$ cat src/rtl/wb_stage_pkg.sv
// Shared widths, reset constants and payload type for the write-back stage.
package wb_stage_pkg;

  localparam int XLEN  = 32;
  localparam int WE_W  = 4;
  localparam int REG_W = 5;
  localparam int WT_W  = 3;

  localparam logic [XLEN-1:0]  ini_wb_PC         = 32'hBFC0_0000;
  localparam logic [XLEN-1:0]  ini_wb_wdata      = '0;
  localparam logic [WE_W-1:0]  ini_wb_we         = '0;
  localparam logic [REG_W-1:0] ini_wb_wnum       = '0;
  localparam logic [WT_W-1:0]  ini_wb_write_type = '0;

  typedef struct packed {
    logic [XLEN-1:0]  pc;
    logic [XLEN-1:0]  wdata;
    logic [WE_W-1:0]  we;
    logic [REG_W-1:0] wnum;
    logic [WT_W-1:0]  write_type;
  } wb_payload_t;

  // Register $0 is hard-wired to zero, so its byte enables are always dropped.
  function automatic logic [WE_W-1:0] rf_mask(input logic [WE_W-1:0] we,
                                               input logic [REG_W-1:0] wnum);
    return (wnum == '0) ? '0 : we;
  endfunction

endpackage

$ cat src/rtl/wb_retire_counter.sv
// Free-running count of retired instructions; wraps silently at all-ones.
module wb_retire_counter #(
  parameter int CNT_W = 32
) (
  input  logic             clk,
  input  logic             rst,
  input  logic             en,
  output logic [CNT_W-1:0] cnt
);

  logic [CNT_W-1:0] cnt_reg;

  always_ff @(posedge clk) begin
    if (rst)
      cnt_reg <= '0;
    else if (en)
      cnt_reg <= cnt_reg + {{(CNT_W-1){1'b0}}, 1'b1};
  end

  assign cnt = cnt_reg;

endmodule

$ cat src/rtl/wb_stage.sv
// Write-back stage: latches the memory-stage result, retires it to the register
// file and debug trace under trace back-pressure, and exposes bypass data.
module wb_stage
  import wb_stage_pkg::*;
#(
  parameter logic [31:0] PC_RESET = ini_wb_PC,
  parameter int          CNT_W    = 32
) (
  input  logic             clk,
  input  logic             rst,
  input  logic             mem_valid_in,
  output logic             wb_allowin_out,
  input  logic [31:0]      mem_wbdata_in,
  input  logic [3:0]       mem_reg_we_in,
  input  logic [31:0]      mem_PC_in,
  input  logic [4:0]       mem_wnum_in,
  input  logic [2:0]       mem_write_type_in,
  input  logic             trace_ready_in,
  output logic [3:0]       rf_we_out,
  output logic [4:0]       rf_wnum_out,
  output logic [31:0]      rf_wdata_out,
  output logic             fwd_valid_out,
  output logic [3:0]       fwd_we_out,
  output logic [4:0]       fwd_wnum_out,
  output logic [31:0]      fwd_wdata_out,
  output logic [2:0]       fwd_write_type_out,
  output logic [31:0]      debug_wb_pc,
  output logic [3:0]       debug_wb_rf_wen,
  output logic [4:0]       debug_wb_rf_wnum,
  output logic [31:0]      debug_wb_rf_wdata,
  output logic [CNT_W-1:0] retire_cnt_out
);

  logic        valid_reg;
  wb_payload_t payload_reg;
  wb_payload_t payload_next;
  logic        ready;
  logic        retire;

  assign ready          = trace_ready_in;
  assign wb_allowin_out = !valid_reg || ready;
  assign retire         = valid_reg && ready;

  assign payload_next = '{pc:         mem_PC_in,
                          wdata:      mem_wbdata_in,
                          we:         mem_reg_we_in,
                          wnum:       mem_wnum_in,
                          write_type: mem_write_type_in};

  // A bubble only clears valid; the stale payload is masked everywhere by valid.
  always_ff @(posedge clk) begin
    if (rst) begin
      valid_reg   <= 1'b0;
      payload_reg <= '{pc:         PC_RESET,
                       wdata:      ini_wb_wdata,
                       we:         ini_wb_we,
                       wnum:       ini_wb_wnum,
                       write_type: ini_wb_write_type};
    end else if (wb_allowin_out) begin
      valid_reg <= mem_valid_in;
      if (mem_valid_in)
        payload_reg <= payload_next;
    end
  end

  assign rf_we_out    = retire ? rf_mask(payload_reg.we, payload_reg.wnum) : 4'b0;
  assign rf_wnum_out  = payload_reg.wnum;
  assign rf_wdata_out = payload_reg.wdata;

  assign debug_wb_pc       = payload_reg.pc;
  assign debug_wb_rf_wen   = rf_we_out;
  assign debug_wb_rf_wnum  = payload_reg.wnum;
  assign debug_wb_rf_wdata = payload_reg.wdata;

  assign fwd_valid_out      = valid_reg;
  assign fwd_we_out         = valid_reg ? payload_reg.we : 4'b0;
  assign fwd_wnum_out       = payload_reg.wnum;
  assign fwd_wdata_out      = payload_reg.wdata;
  assign fwd_write_type_out = payload_reg.write_type;

  wb_retire_counter #(.CNT_W(CNT_W)) u_retire_counter (
    .clk (clk),
    .rst (rst),
    .en  (retire),
    .cnt (retire_cnt_out)
  );

endmodule

$ cat config.mk
export PLATFORM = sky130hd
export DESIGN_NAME = wb_stage
export DESIGN_NICKNAME = d
export VERILOG_FILES = /design/src/rtl/wb_stage_pkg.sv /design/src/rtl/wb_retire_counter.sv /design/src/rtl/wb_stage.sv
export SDC_FILE = /design/constraint.sdc
export NUM_CORES = 1
export LEC_CHECK = 0
export ABC_AREA = 1
export BUFFER_PORTS_ARGS = -buffer_cell sky130_fd_sc_hd__buf_2
export CELL_PAD_IN_SITES_DETAIL_PLACEMENT = 1
export CELL_PAD_IN_SITES_GLOBAL_PLACEMENT = 1
export CORE_MARGIN = 10
export CORE_UTILIZATION = 30
export CTS_CLUSTER_DIAMETER = 150
export DETAILED_ROUTE_END_ITERATION = 8
export PLACE_DENSITY_LB_ADDON = 0.1
export RECOVER_POWER = 25
export SETUP_SLACK_MARGIN = 0.02
export SLEW_MARGIN = 20
export SYNTH_ARGS = -nofsm -noshare
export SYNTH_HDL_FRONTEND = slang
export SYNTH_HIERARCHICAL = 1
export SYNTH_SLANG_ARGS = --single-unit
$ cat constraint.sdc
create_clock -name clk -period 1.4 [get_ports clk]
set_input_delay 0.21 -clock clk [delete_from_list [all_inputs] [get_ports clk]]
set_output_delay 0.21 -clock clk [all_outputs]
set_load 0.005 [all_outputs]
==> results of run 1 <==
==> power by group through the flow <==
| stage | Combinational (W) | Clock (W) | Sequential (W) |
|---|---|---|---|
| 4_1_cts | 0.00128 | 0.00304 | 0.00341 |
| 3_5_place_dp | 0.00124 | 0 | 0.00348 |
| 3_3_place_gp | 0.00123 | 0 | 0.00348 |
| 5_1_grt | 0.00143 | 0.00317 | 0.00344 |
| 6_report | 0.00126 | 0.00291 | 0.00341 |
| 2_1_floorplan | 0.00104 | 0 | 0.00346 |
==> worst min-delay path, delay by kind of cell <==
kind                   cells  cell delay (ns)
buffers and inverters      1             0.07
and+or+nand+nor            2             0.13
==> per-layer routing <==
layer  vias to the layer above  part of all wire (%)  wire length, µm  track usage, %
met5                         -                  0.15               31               0
met4                         4                   1.3              279            3.78
met3                        17                   6.7             1430            5.44
met2                       148                    48            10100            24.0
met1                      2690                    44             9300            17.1
li1                       3019                     -                -               -
==> area by class of cell <==
cell class	count	area [µm²]	share of cell area, %
multi-input cells	509	2610	33.1
flip-flops and latches	109	2210	28.0
repair buffers	326	1930	24.5
inverters	115	452	5.72
well taps	275	344	4.36
clock buffers	9	225	2.85
clock inverters	7	105	1.33
diodes	4	10.0	0.127
==> synthesized netlist by cell type (all sizes together) <==
| cell type | instances |
|---|---|
| nand3b | 1 |
| xnor2 | 3 |
| o21ai | 7 |
| clkbuf | 6 |
| a31o | 1 |
| nor3 | 1 |
| nand3 | 109 |
| nor2 | 133 |
| nand4 | 8 |
| and3 | 1 |
| o21a | 2 |
| inv | 115 |
| a21oi | 88 |
| ha | 1 |
| nand2 | 153 |
| buf | 188 |
| dfxtp | 109 |
==> final timing paths <==
| path | start | cells past startpoint | endpoint | slack, ns |
|---|---|---|---|---|
| setup / recovery | fwd_valid_out$_SDFFE_PP0P_ | 6 | rf_we_out[0] | -0.06 |
| hold reg to reg | debug_wb_pc[23]$_SDFFE_PP1P_ | 2 | debug_wb_pc[23]$_SDFFE_PP1P_ | 0.46 |
| hold / removal | mem_PC_in[31] | 3 | debug_wb_pc[31]$_SDFFE_PP1P_ | 0.08 |
| setup reg to reg | fwd_valid_out$_SDFFE_PP0P_ | 9 | u_retire_counter/cnt[12]$_SDFFE_PP0P_ | -0.05 |
==> stage by stage <==
stage	hold slack (ns)	setup WS (ns)
4_1_cts	0.0659	-0.0971
2_1_floorplan	0.272	0.0356
3_3_place_gp	0.438	0.00133
6_report	0.0794	-0.0588
5_1_grt	0.0767	-0.152
3_5_place_dp	0.439	-0.0226
==> cell families after synthesis <==
kind of cell / count (synthesis)
buf+inv: 309
simple gates: 406
flops: 109
fa+ha+maj: 1
xor+xnor: 3
compound gates: 98
==> what timing repair did <==
| action | in CTS | in global routing |
|---|---|---|
| pin swaps | 4 | 32 |
| cloned | 0 | 2 |
| buffers inserted | 5 | 6 |
| endpoints found under the setup margin | 18 | 95 |
| resized for setup | 26 | 88 |
| hold endpoints to repair | 0 | 0 |
==> flow_results.org, run 1 <==
** Run status
- Status :: finished with violations
- The checks that failed: negative setup slack.

** Finish
- The library cells used most frequently in the layout, excluding fill and tap cells, are sky130_fd_sc_hd__buf_2 (210), sky130_fd_sc_hd__nand2_1 (130), sky130_fd_sc_hd__inv_1 (107).
- The finished cells cover 7890 µm².
- Growth of design area from synthesis to finish :: 22.7%
- Measured on the finished design, the core utilization comes to 37.4%.
- The post-route netlist has 36.0% of its cells at a drive strength greater than 1.
- Nets :: between 1000 and 1500
- Most frequent standard cell in the layout excluding fill and tap cells :: sky130_fd_sc_hd__buf_2
- Count of non-filler cells in the finished layout :: 1354
- Final-layout fill cell count :: approximately 2700

** Power
- Share of power burned in registers :: 45.0%
- In this run, the clock network consumes a little under two fifths of the power.
- Proportion of power drawn by combinational gates :: roughly 17%
- Dividing total power by cell area gives a power density of 961 nW/µm².
- Power dissipated by switching net loads :: 0.00211 W
- Across the VDD grid, the largest voltage drop is 0.497 mV.
- Sw Ratio :: 27.9%
- The design draws 0.00758 W.
- Internal Power :: 0.00547 W
- For this design the static power due to leakage is 4.12 nW.

** STA
- For the final routed database, the setup TNS stands at -0.542 ns.
- Setup violations remaining at the end of the flow were counted as 13.
- At the pin with the least slew margin, the transition time is 0.293 ns.
- Setup repair after global routing could not meet its margin everywhere.
- The worst path uses 104% of the clock period.
- Worst path setup slack after routing :: -0.0588 ns
- Maximum clock frequency :: around 700 MHz
- Worst clock skew :: around 0.012 ns
- The worst pin sits at a relative slew slack of 80.5%.
- Fin. Hold Viols :: 0
- Final slew viol count :: 0
- For the finished layout, the period the worst path requires is 1.46 ns.

** Placement
- Placed insts :: between 1000 and 1500
- The placed instances occupy a cell area of 7120 µm².
- Port Buffer Count :: approximately 270
- Routability-driven placement finished with a final weighted congestion of 0.794.
- The wire-length estimate of the detail-placed layout is 15900 µm.

** Synthesis
- By area the synthesized netlist is led by sky130_fd_sc_hd__dfxtp_1 (34%), sky130_fd_sc_hd__buf_4 (18%), sky130_fd_sc_hd__nand3_1 (8.3%), sky130_fd_sc_hd__nand2_1 (8.2%), sky130_fd_sc_hd__a21oi_1 (6.8%).
- In the synthesized netlist, mux cells make up 0% of the area.
- Averaged over all synthesized cells, the footprint is between 6 and 7 µm².
- Number of instances in the synthesized netlist :: just over 900
- Fraction of the mapped netlist area in adder cells :: 0.194%
- Share of the synthesized netlist area taken by xor and xnor gates :: 0.408%
- After synthesis, the largest area contributor takes up 33.9% of total cell area.
- Counting flops and latches in the post-synthesis netlist gives 109.
- sky130_fd_sc_hd__dfxtp_1 takes more of the synthesized area than any other cell.
- Post-synthesis compound-gate area fraction :: 7.76%
- Synthesis Warnings :: 6
- Syn Nets :: 1007
- After synthesis, the largest family of logic cells by area is buffers and inverters.
- Synthesis instantiated 28 different standard cells from the library.
- Netlist Area Pre-Place :: 6430 µm²
- Simple-gate area share of the yosys netlist :: roughly 29%
- Sequential fraction of the synthesis area :: 33.9%

** Clocking
- Clock edge transition at the registers on the reported setup and hold paths :: 0.08 ns
- CTS Buffer Depth :: 2
- Clock latency on the worst-skew pair, taken at its later pin, is approximately 0.36 ns.
- TritonCTS built the clock tree.
- Post-CTS Hold Buffers :: 0
- In this run the number of H-tree levels came out at 3.
- Number of buffers created by CTS :: 9
- TritonCTS sink count :: 109
- In this run the clock root is driven by a sky130_fd_sc_hd__clkbuf_16.

** Critical path
- Data required, critical path :: 1.19 ns
- Kind of end point of the critical path :: primary output
- Data on the critical path arrives at its endpoint at approximately 1.3 ns.
- The signal on the critical path passes through nand2_4 -> buf_6 -> nor2_2 -> nand2_1 -> inv_1 -> buf_2.
- Worst Path Max Fanout :: 4
- On the critical path, the stage with the largest delay is an instance of sky130_fd_sc_hd__dfxtp_4.
- CP delay by family, top :: flip-flops
- Worst Setup Path Type :: reg2out
- The critical path contains buffers and inverters numbering 3 combined.
- STA classifies the critical path startpoint as a register.
- For this run, the slowest stage of the critical path takes 0.37 ns.

** Global routing
- For this run the aggregate overflow at the end of global routing stands at 0.
- Maximum number of pins on one net before global-route repair :: 46
- Number of global-route vias before repair :: 6072
- Global routing usage summed across all routing layers :: 14.5%
- The first global-routing pass estimated between 30000 and 40000 µm of wire.
- Number of antenna violations at the first check in global routing :: 5

** Die
- The region available for standard cell placement spans 21100 µm².
- Number of ports placed on the die boundary :: roughly 270
- Effective utilization at floorplan :: 30.5%
- The die covers 27700 µm².
- Row generation in the floorplan step produced between 50 and 60 rows.
- The die is 166 µm wide.
- Die Y-Extent :: 166 µm

** Routing
- The routed design has 21200 µm of wire.
- Detailed router's first-iteration violation count :: 204
- Detailed routing inserted a total of 5878 vias.
- Number of detailed-routing iterations run before antenna repair :: 4
- Dividing the detail-routed via count by the number of cells gives 4.34.
- Remaining DRCs :: 0
- Remaining antenna violation count after routing :: 0
- After detailed routing, the average wire length per cell comes to 15.6 µm.

** Worst hold path
- Class of the most critical hold timing path :: in2reg

** Job
- Across the run, the number of max-cap violations was 0.
Power figures use the tool's default switching activity.
==> run 2: changes to the inputs <==
- PLACE_DENSITY: not set -> 0.89
- PLACE_DENSITY_LB_ADDON: 0.1 -> not set
==> run 2 against run 1 <==
  * The run still ends with negative setup slack left
  * Die area unchanged
  * Non-clock buffer count down 1
  * Register-to-register slack about the same
  * Cell area down 1.2%
  * Combinational power about the same
  * Total power down 2.9%
  * Worst hold slack better by 0.028 ns
  * Setup slack worse by 0.063 ns
  * Count of clock-buffer cells in the layout unchanged
  * First-iteration DRC count up 30%
  * Critical endpoint is now debug_wb_rf_wen[3]
  * Largest power group unchanged
==> flow_results.org, run 2 (synthesis gave the netlist of run 1 again) <==
** Critical path
- The largest individual stage delay along the critical path comes from the cell sky130_fd_sc_hd__dfxtp_2.
- The sum of buffers and inverters on the critical path came to 3 (unchanged).
- Critical path launch point type :: register
- The signal arrival time at the worst endpoint is 1.31 ns (+0.06 ns).
- Endpoint of the worst register-to-register path :: u_retire_counter/cnt[25]$_SDFFE_PP0P_
- The worst register-to-register path begins at u_retire_counter/cnt[9]$_SDFFE_PP0P_.
- Data required, critical path :: 1.19 ns (about the same)
- Kind of end point of the critical path :: primary output
- The logic depth of the worst register-to-register path is 8 (-1).
- The highest fanout seen on the critical path is 4 (unchanged).
- The register-to-register setup slack came to -0.05 ns (about the same).
- CP delay by family, top :: buffers and inverters
- Largest incremental delay on the critical path :: 0.36 ns (about the same)
- Worst Setup Path Type :: reg2out
- Cell-by-cell listing of the critical path :: nand2_4 -> buf_4 -> nor2_1 -> nand2_1 -> inv_2 -> buf_6

** Clocking
- The clock edge transition at the registers on the reported setup and hold paths is 0.08 ns (about the same).
- TritonCTS sink count :: 109 (unchanged)
- The total of hold buffers inserted after clock tree synthesis was 0 (unchanged).
- The cell sitting at the root of the clock tree is a sky130_fd_sc_hd__clkbuf_16.
- The buffer depth of the longest clock path came to 2 (unchanged).
- Clock network latency to the later pin of the worst-skew pair :: 0.36 ns (about the same)
- Clock tree from TritonCTS :: yes
- The total clock buffers created by CTS is 9 (unchanged).
- The maximum level of the CTS H-tree is 3 (unchanged).

** Job
- The count of max-cap constraint violations came to 0 (unchanged).

** Routing
- The average routed wire per standard cell is 16.3 µm (+4.1%).
- Number of detailed-routing iterations run before antenna repair :: 4 (unchanged)
- Total length of routed wires :: 22000 µm (+3.9%)
- The total number of vias was 6109 (+3.9%).
- Via count normalized by instance count :: 4.52 (+4.2%)
- Detailed router's first-iteration violation count :: 266 (+30%)
- Remaining DRCs :: 0 (unchanged)
- Remaining antenna violation count after routing :: 0 (unchanged)

** Power
- Sw Ratio :: 30.1% (+2.3 points)
- Share of power burned in registers :: 46.5% (+1.5 points)
- Power Dens Cells :: 944 nW/µm² (-1.7%)
- Internal Power :: 0.00514 W (-6.0%)
- The maximum VDD drop came to 0.491 mV (-1.3%).
- The total leakage power is 4.12 nW (+0.15%).
- The power spent charging and discharging nets is 0.00222 W (+4.9%).
- The combinational power share was 17.3% (+0.7 points).
- Clock network power share :: 36.2% (-2.2 points)

** Run status
- Status :: finished with violations
- The final reports fail on negative setup slack.

** STA
- Worst clock skew :: 0.0174 ns (+0.00520 ns)
- Setup_tns :: -1.20 ns (-0.658 ns)
- The maximum clock rate was 657 MHz (-4.1%).
- The period utilization is 109% (+4.5 points).
- The final setup slack of the worst path was -0.122 ns (-0.0630 ns).
- The final period demand of the worst path is 1.52 ns (+0.0630 ns).
- Setup repair after global routing could not meet its margin everywhere.
- The transition time at the pin with the least slew margin came to 0.269 ns (-0.0239 ns).
- Final number of setup-violating endpoints :: 19 (+6)
- Final slew viol count :: 0 (unchanged)
- The final-report hold violation count is 0 (unchanged).
- The worst hold-check slack came to 0.108 ns (+0.0282 ns).
- Worst slew margin :: 82.1% (+1.6 points)

** Placement
- Placer Congestion :: 0.850 (+7.1%)
- The post-place instance area was 7050 µm² (-1.1%).
- Placed insts :: 1311 (-0.76%)
- The number of input and output port buffers inserted came to 271 (unchanged).
- Placed wire-length estimate after detailed placement :: 16400 µm (+2.7%)

** Global routing
- Number of antenna violations at the first check in global routing :: 3 (-2)
- The total routing usage reported by global routing came to 14.3% (-0.16 points).
- The global routing met1 resource utilization was 16.0% (-1.1 points).
- After global routing, the most crowded layer is met2.
- Global-route wire length before repair :: 33100 µm (-0.68%)
- The via count of the first global-routing pass was 6061 (-0.18%).
- The leftover overflow at the end of global routing came to 0 (unchanged).
- Maximum number of pins on one net before global-route repair :: 54 (+17%)
- Met2 track utilization from global routing :: 25.7% (+1.7 points)
- Global routing usage on met3 :: 4.14% (-1.3 points)

** Die
- The width of the die is 166 µm (unchanged).
- Std cell rows :: 53 (unchanged)
- Number of ports placed on the die boundary :: 272 (unchanged)
- The die area is 27700 µm² (unchanged).
- The core footprint is 21100 µm² (unchanged).
- Die Y-Extent :: 166 µm (unchanged)
- Effective utilization at floorplan :: 30.5% (unchanged)

** Finish
- Relative to the synthesized area, the layout overhead comes to 21.2%.
- In the layout the commonest cells are sky130_fd_sc_hd__buf_2 (205), sky130_fd_sc_hd__nand2_1 (128), sky130_fd_sc_hd__inv_1 (103).
- Most frequent standard cell in the layout excluding fill and tap cells :: sky130_fd_sc_hd__buf_2
- Nets :: 1150 (-0.087%)
- The fill cell instance count of the final layout came to 2741 (+0.11%).
- Count of non-filler cells in the finished layout :: 1351 (-0.22%)
- The design area is 7800 µm² (-1.2%).
- The fraction of final layout cells with drive strength greater than 1 is 35.8% (-0.15 points).

** Worst hold path
- Number of cells on the worst hold path :: 3 (unchanged)
- Hold path endpoint :: debug_wb_pc[22]$_SDFFE_PP1P_
- In this run the most critical hold path is launched from mem_PC_in[22].
- Class of the most critical hold timing path :: in2reg
[run 2: worst min-delay path, stage by stage]
cell and delay [ns]:
sky130_fd_sc_hd__buf_2 0.08, sky130_fd_sc_hd__nand3_1 0.07, sky130_fd_sc_hd__nand3_1 0.08
[run 2: timing repair]
action / in CTS / in global routing
buffers inserted: 7 / 13
pin swaps: 9 / 26
endpoints found under the setup margin: 25 / 72
gates cloned: 0 / 2
resized for setup: 24 / 88
[run 2: metrics by stage]
step / worst slack (ns) / utilization, % / power, W
final: -0.122 / 37.0 / 0.00736
after CTS: -0.152 / 35.5 / 0.00746
after floorplan: 0.0356 / - / 0.00450
after global routing: -0.213 / 37.0 / 0.00778
after global placement: 0.0328 / 33.4 / 0.00466
after detailed placement: -0.0562 / 33.4 / 0.00472
[run 2: power by group through the flow]
| stage | sequential, W | combinational, W | clock, W |
|---|---|---|---|
| floorplan | 0.00346 | 0.00104 | 0 |
| global placement | 0.00348 | 0.00119 | 0 |
| detailed placement | 0.00349 | 0.00123 | 0 |
| CTS | 0.00341 | 0.00127 | 0.00277 |
| global route | 0.00345 | 0.00142 | 0.00291 |
| finish | 0.00342 | 0.00128 | 0.00266 |
[run 2: final cells by class]
| class | count | area, µm² | share of cell area [%] |
|---|---|---|---|
| antenna | 2 | 5.00 | 0.0642 |
| clock buffer | 9 | 225 | 2.89 |
| clock inverter | 7 | 76.3 | 0.979 |
| inverter | 115 | 444 | 5.70 |
| multi-input combinational | 509 | 2580 | 33.1 |
| sequential | 109 | 2210 | 28.4 |
| tap | 275 | 344 | 4.41 |
| timing repair buffer | 325 | 1910 | 24.5 |
[run 2: how the worst max path moves through the flow]
stage / from / endpoint / slack, ns / depth (start not counted)
detailed placement: trace_ready_in / u_retire_counter/cnt[29]$_SDFFE_PP0P_ / -0.06 / 11
CTS: debug_wb_rf_wnum[0]$_SDFFE_PP0P_ / debug_wb_rf_wen[2] / -0.15 / 5
global route: debug_wb_rf_wnum[0]$_SDFFE_PP0P_ / debug_wb_rf_wen[3] / -0.21 / 5
finish: fwd_valid_out$_SDFFE_PP0P_ / debug_wb_rf_wen[3] / -0.12 / 6
floorplan: fwd_valid_out$_SDFFE_PP0P_ / u_retire_counter/cnt[24]$_SDFFE_PP0P_ / 0.04 / 10
global placement: trace_ready_in / u_retire_counter/cnt[31]$_SDFFE_PP0P_ / 0.03 / 10
[run 2: routing by layer]
layer  up-vias  share of wire (%)
met1      2914                 40
met3        24                6.1
li1       3010                  -
met4         2                1.7
met2       159                 52
met5         -              0.059
==> run 3: changes to the inputs <==
- CORE_MARGIN: 10 -> not set
- CORE_UTILIZATION: 30 -> 28
- PLACE_DENSITY: 0.89 -> 0.88
- REMOVE_ABC_BUFFERS: not set -> 1
- SYNTH_HIERARCHICAL: 1 -> not set
==> run 3 against run 2 <==
  * The flow still finishes with violations (negative setup slack)
  * Register-to-register slack better by 0.02 ns
  * Synthesized cell count is 16% lower
  * Clock skew down 0.0083 ns
  * Non-clock buffer count increased by 8
  * First-iteration DRC count is 55% lower
  * Worst hold slack worse by 0.053 ns
  * Global-route usage up 2.2 points
  * Core utilization up 0.43 points
==> flow_results.org, run 3 <==
** Synthesis
- Asr flop ratio synth :: 0% (unchanged)
- Top post-synthesis cells by area :: sky130_fd_sc_hd__dfxtp_1 (39%), sky130_fd_sc_hd__buf_4 (20%), sky130_fd_sc_hd__nor2_1 (13%), sky130_fd_sc_hd__o21ai_0 (6.9%), sky130_fd_sc_hd__nand2_1 (5.7%)
- The synthesized area per cell is 7.15 µm² (+2.9%).
- The count of cell types in the netlist came to 26 (-7.1%).
- Most frequent cell after synthesis :: sky130_fd_sc_hd__nor2_1
- The number of synthesized flops with an enable pin is 0 (unchanged).
- Ys flop type :: sky130_fd_sc_hd__dfxtp_1
- The portion of the post-synthesis area used by sequential elements was 39.2% (+5.3 points).
- The count of synthesis-stage warnings from yosys came to 0 (-6).
- Netlist Area Pre-Place :: 5560 µm² (-14%)
- The synthesized design spends more area on one cell type than any other, namely sky130_fd_sc_hd__dfxtp_1.
- Number of instances in the synthesized netlist :: 778 (-16%)
- The fraction of synthesized cell area taken by the top area cell type is 39.2% (+5.3 points).
- Commonest cells in the netlist :: sky130_fd_sc_hd__nor2_1 (196), sky130_fd_sc_hd__buf_4 (150), sky130_fd_sc_hd__dfxtp_1 (109)
- Total of flip-flops plus latches after synthesis :: 109 (unchanged)

** Placement
- The number of input and output port buffers inserted is 271 (unchanged).
- The post-placement setup slack was -0.142 ns (-0.0860 ns).
- Placed wire-length estimate after detailed placement :: 13200 µm (-20%)
- Placer Congestion :: 0.826 (-2.8%)

** Critical path
- STA classifies the critical path endpoint as a primary output.
- The largest individual stage delay along the critical path comes from the cell sky130_fd_sc_hd__dfxtp_2.
- Walking the worst path, the cells encountered are nor3_4 -> nand2_2 -> nand3_2 -> inv_2 -> buf_2.
- Worst Setup Path Type :: reg2out
- The maximum single-stage delay on the critical path was 0.34 ns (-0.02 ns).
- The worst setup path is launched from a register.
- The highest fanout seen on the critical path was 4 (unchanged).
- The required time of the critical path was 1.19 ns (about the same).
- The signal arrival time at the worst endpoint came to 1.24 ns (-0.07 ns).

** STA
- The relative slew slack was 71.6% (-10 points).
- Worst clock skew :: 0.00909 ns (-0.00831 ns)
- Maximum clock frequency :: 692 MHz (+5.2%)
- The final period demand of the worst path was 1.45 ns (-0.0758 ns).
- Worst path setup slack after routing :: -0.0460 ns (+0.0758 ns)
- Setup repair after global routing missed its margin :: true
- Final slew viol count :: 0 (unchanged)
- Part of the cycle the worst path needs :: 103% (-5.4 points)
- Fin. Hold Viols :: 0 (unchanged)
- Slew at the pin closest to its max-slew limit :: 0.424 ns (+0.155 ns)
- Final number of setup-violating endpoints :: 15 (-4)

** Die
- The initial cell density of the core came to 28.6% (-1.9 points).
- The width of the die is 143 µm (-14%).
- The total I/O pin count was 272 (unchanged).
- The number of standard-cell rows in the floorplan was 51 (-3.8%).
- The height of the die is 143 µm (-14%).
- Core area :: 19500 µm² (-7.7%)
- Die area :: 20400 µm² (-26%)

** Finish
- Nets :: 1024 (-11%)
- The library cell used most frequently in the layout, excluding fill and tap cells, is sky130_fd_sc_hd__buf_2.
- The number of antenna cells inserted is 0 (-2).
- Growth of design area from synthesis to finish :: 30.8%
- The area occupied by multi-input gates came to 2330 µm² (-9.6%).
- Most frequent cells in the layout :: sky130_fd_sc_hd__buf_2 (223), sky130_fd_sc_hd__nor2_1 (176), sky130_fd_sc_hd__dfxtp_1 (98)
- Sequential cell area in the final layout :: 2210 µm² (about the same)
- The fill cell instance count of the final layout was 2490 (-9.2%).
- Fraction of final layout cells sized beyond drive strength 1 :: 42.2% (+6.3 points)

** Clocking
- The buffer depth of the longest clock path is 2 (unchanged).
- TritonCTS built the clock tree.
- The clock edge transition at the registers on the reported setup and hold paths came to 0.08 ns (about the same).
- TritonCTS sink count :: 109 (unchanged)
- The total clock buffers created by CTS came to 9 (unchanged).
- The maximum level of the CTS H-tree is 3 (unchanged).
- The clock latency of the later-clocked register in the worst-skew pair is 0.35 ns (about the same).
- The total of hold buffers inserted after clock tree synthesis was 0 (unchanged).
- In this run the clock root is driven by a sky130_fd_sc_hd__clkbuf_16.

** Routing
- The vias per cell was 4.43 (-1.9%).
- The detailed-router iteration count before antenna repair was 4 (unchanged).
- Average routed wire per standard cell :: 15.3 µm (-5.9%)
- Routed via count :: 5379 (-12%)
- Detailed router's first-iteration violation count :: 121 (-55%)
- Remaining antenna violation count after routing :: 0 (unchanged)
- Total length of routed wires :: 18600 µm (-16%)
- Remaining DRCs :: 0 (unchanged)

** Power
- The total leakage power came to 3.51 nW (-15%).
- The power density over the cells was 966 nW/µm² (+2.3%).
- Peak ir drop on the vdd network :: 0.524 mV (+6.8%)
- Total Power :: 0.00703 W (-4.5%)

** Global routing
- Maximum number of pins on one net before global-route repair :: 54 (unchanged)
- Number of global-route vias before repair :: 5171 (-15%)
- Number of antenna violations at the first check in global routing :: 0 (-3)
- The first-pass GRT wire length is 26100 µm (-21%).
- Global routing usage summed across all routing layers :: 16.5% (+2.2 points)
- The leftover overflow at the end of global routing was 0 (unchanged).

** Run status
- Failing checks :: negative setup slack
- Status :: finished with violations

** Worst hold path
- Class of the most critical hold timing path :: in2reg

** Job
- The count of max-cap constraint violations came to 0 (unchanged).
run 3: cell count changes in the layout (fill, tap and decap cells not counted), moves of 10 or more:
cell / change
sky130_fd_sc_hd__nand2_1: -63
sky130_fd_sc_hd__inv_1: -62
sky130_fd_sc_hd__nand3_1: -83
sky130_fd_sc_hd__nor2_1: +74
sky130_fd_sc_hd__nand3_2: +12
sky130_fd_sc_hd__buf_2: +18
sky130_fd_sc_hd__a21oi_1: -73
sky130_fd_sc_hd__o21ai_1: +14
sky130_fd_sc_hd__o21ai_0: +51
sky130_fd_sc_hd__dfxtp_2: -10
run 3: cells by family after synthesis:
| family | share of synthesized area [%] |
|---|---|
| AO/OA/AOI/OAI | 8.55 |
| XOR/XNOR | 0.630 |
| adder cells (fa/ha/maj) | 0.225 |
| buffers and inverters | 25.8 |
| flip-flops | 39.2 |
| AND/OR/NAND/NOR | 25.6 |
run 3: repair_timing:
| item | in CTS | in global routing |
|---|---|---|
| pin swaps | 13 | 39 |
| setup buffers | 2 | 12 |
| gates resized for setup | 42 | 112 |
| gates cloned | 1 | 2 |
| endpoints found under the setup margin | 42 | 54 |
run 3: path summary, 6_finish.rpt:
| path | from | end | slack, ns | cells after the start |
|---|---|---|---|---|
| worst max register to register | u_retire_counter.cnt[8]$_SDFFE_PP0P_ | u_retire_counter.cnt[26]$_SDFFE_PP0P_ | -0.03 | 7 |
| worst min register to register | debug_wb_pc[29]$_SDFFE_PP1P_ | debug_wb_pc[29]$_SDFFE_PP1P_ | 0.47 | 2 |
| worst min-delay path | mem_PC_in[24] | debug_wb_pc[24]$_SDFFE_PP1P_ | 0.05 | 3 |
| worst max-delay path | debug_wb_rf_wnum[2]$_SDFFE_PP0P_ | debug_wb_rf_wen[2] | -0.05 | 5 |
run 3: worst max-delay path: cells and delay by family (launching register included):
family	cells	cell delay, ns
buf+inv	2	0.15
flops	1	0.34
simple gates	3	0.38
run 3: final cells by class:
cell class	count	share of cell area, %
clock buffers	10	3.15
clock inverters	6	0.739
inverters	47	2.53
multi-input cells	443	32.1
flip-flops and latches	109	30.4
well taps	265	4.55
repair buffers	333	26.6
run 3: power by group:
group / total, W / switching [W] / leakage, nW / internal, W
registers: 0.00343 / 0.000161 / 0.905 / 0.00327
clock network: 0.00251 / 0.00126 / 0.136 / 0.00125
logic: 0.00109 / 0.000567 / 2.47 / 0.000521
run 3: through the flow:
stage	utilization (%)	cell area (µm²)	std cells	hold WS, ns	TNS [ns]
global route	37.4	7280	1213	0.0520	-2.20
finish	37.4	7280	1213	0.0550	-0.482
global placement	32.9	6400	1180	0.408	-0.179
CTS	35.2	6850	1199	0.0388	-0.546
floorplan	-	4310	599	0.279	-86.77
detailed placement	32.9	6400	1180	0.416	-1.29
run 3: metal layers:
layer	vias up	GRT usage, %	part of all wire, %
met5	-	0	0
met4	0	5.21	2.4
met3	22	4.02	5.0
met2	172	29.6	52
met1	2575	19.0	40
li1	2610	-	-
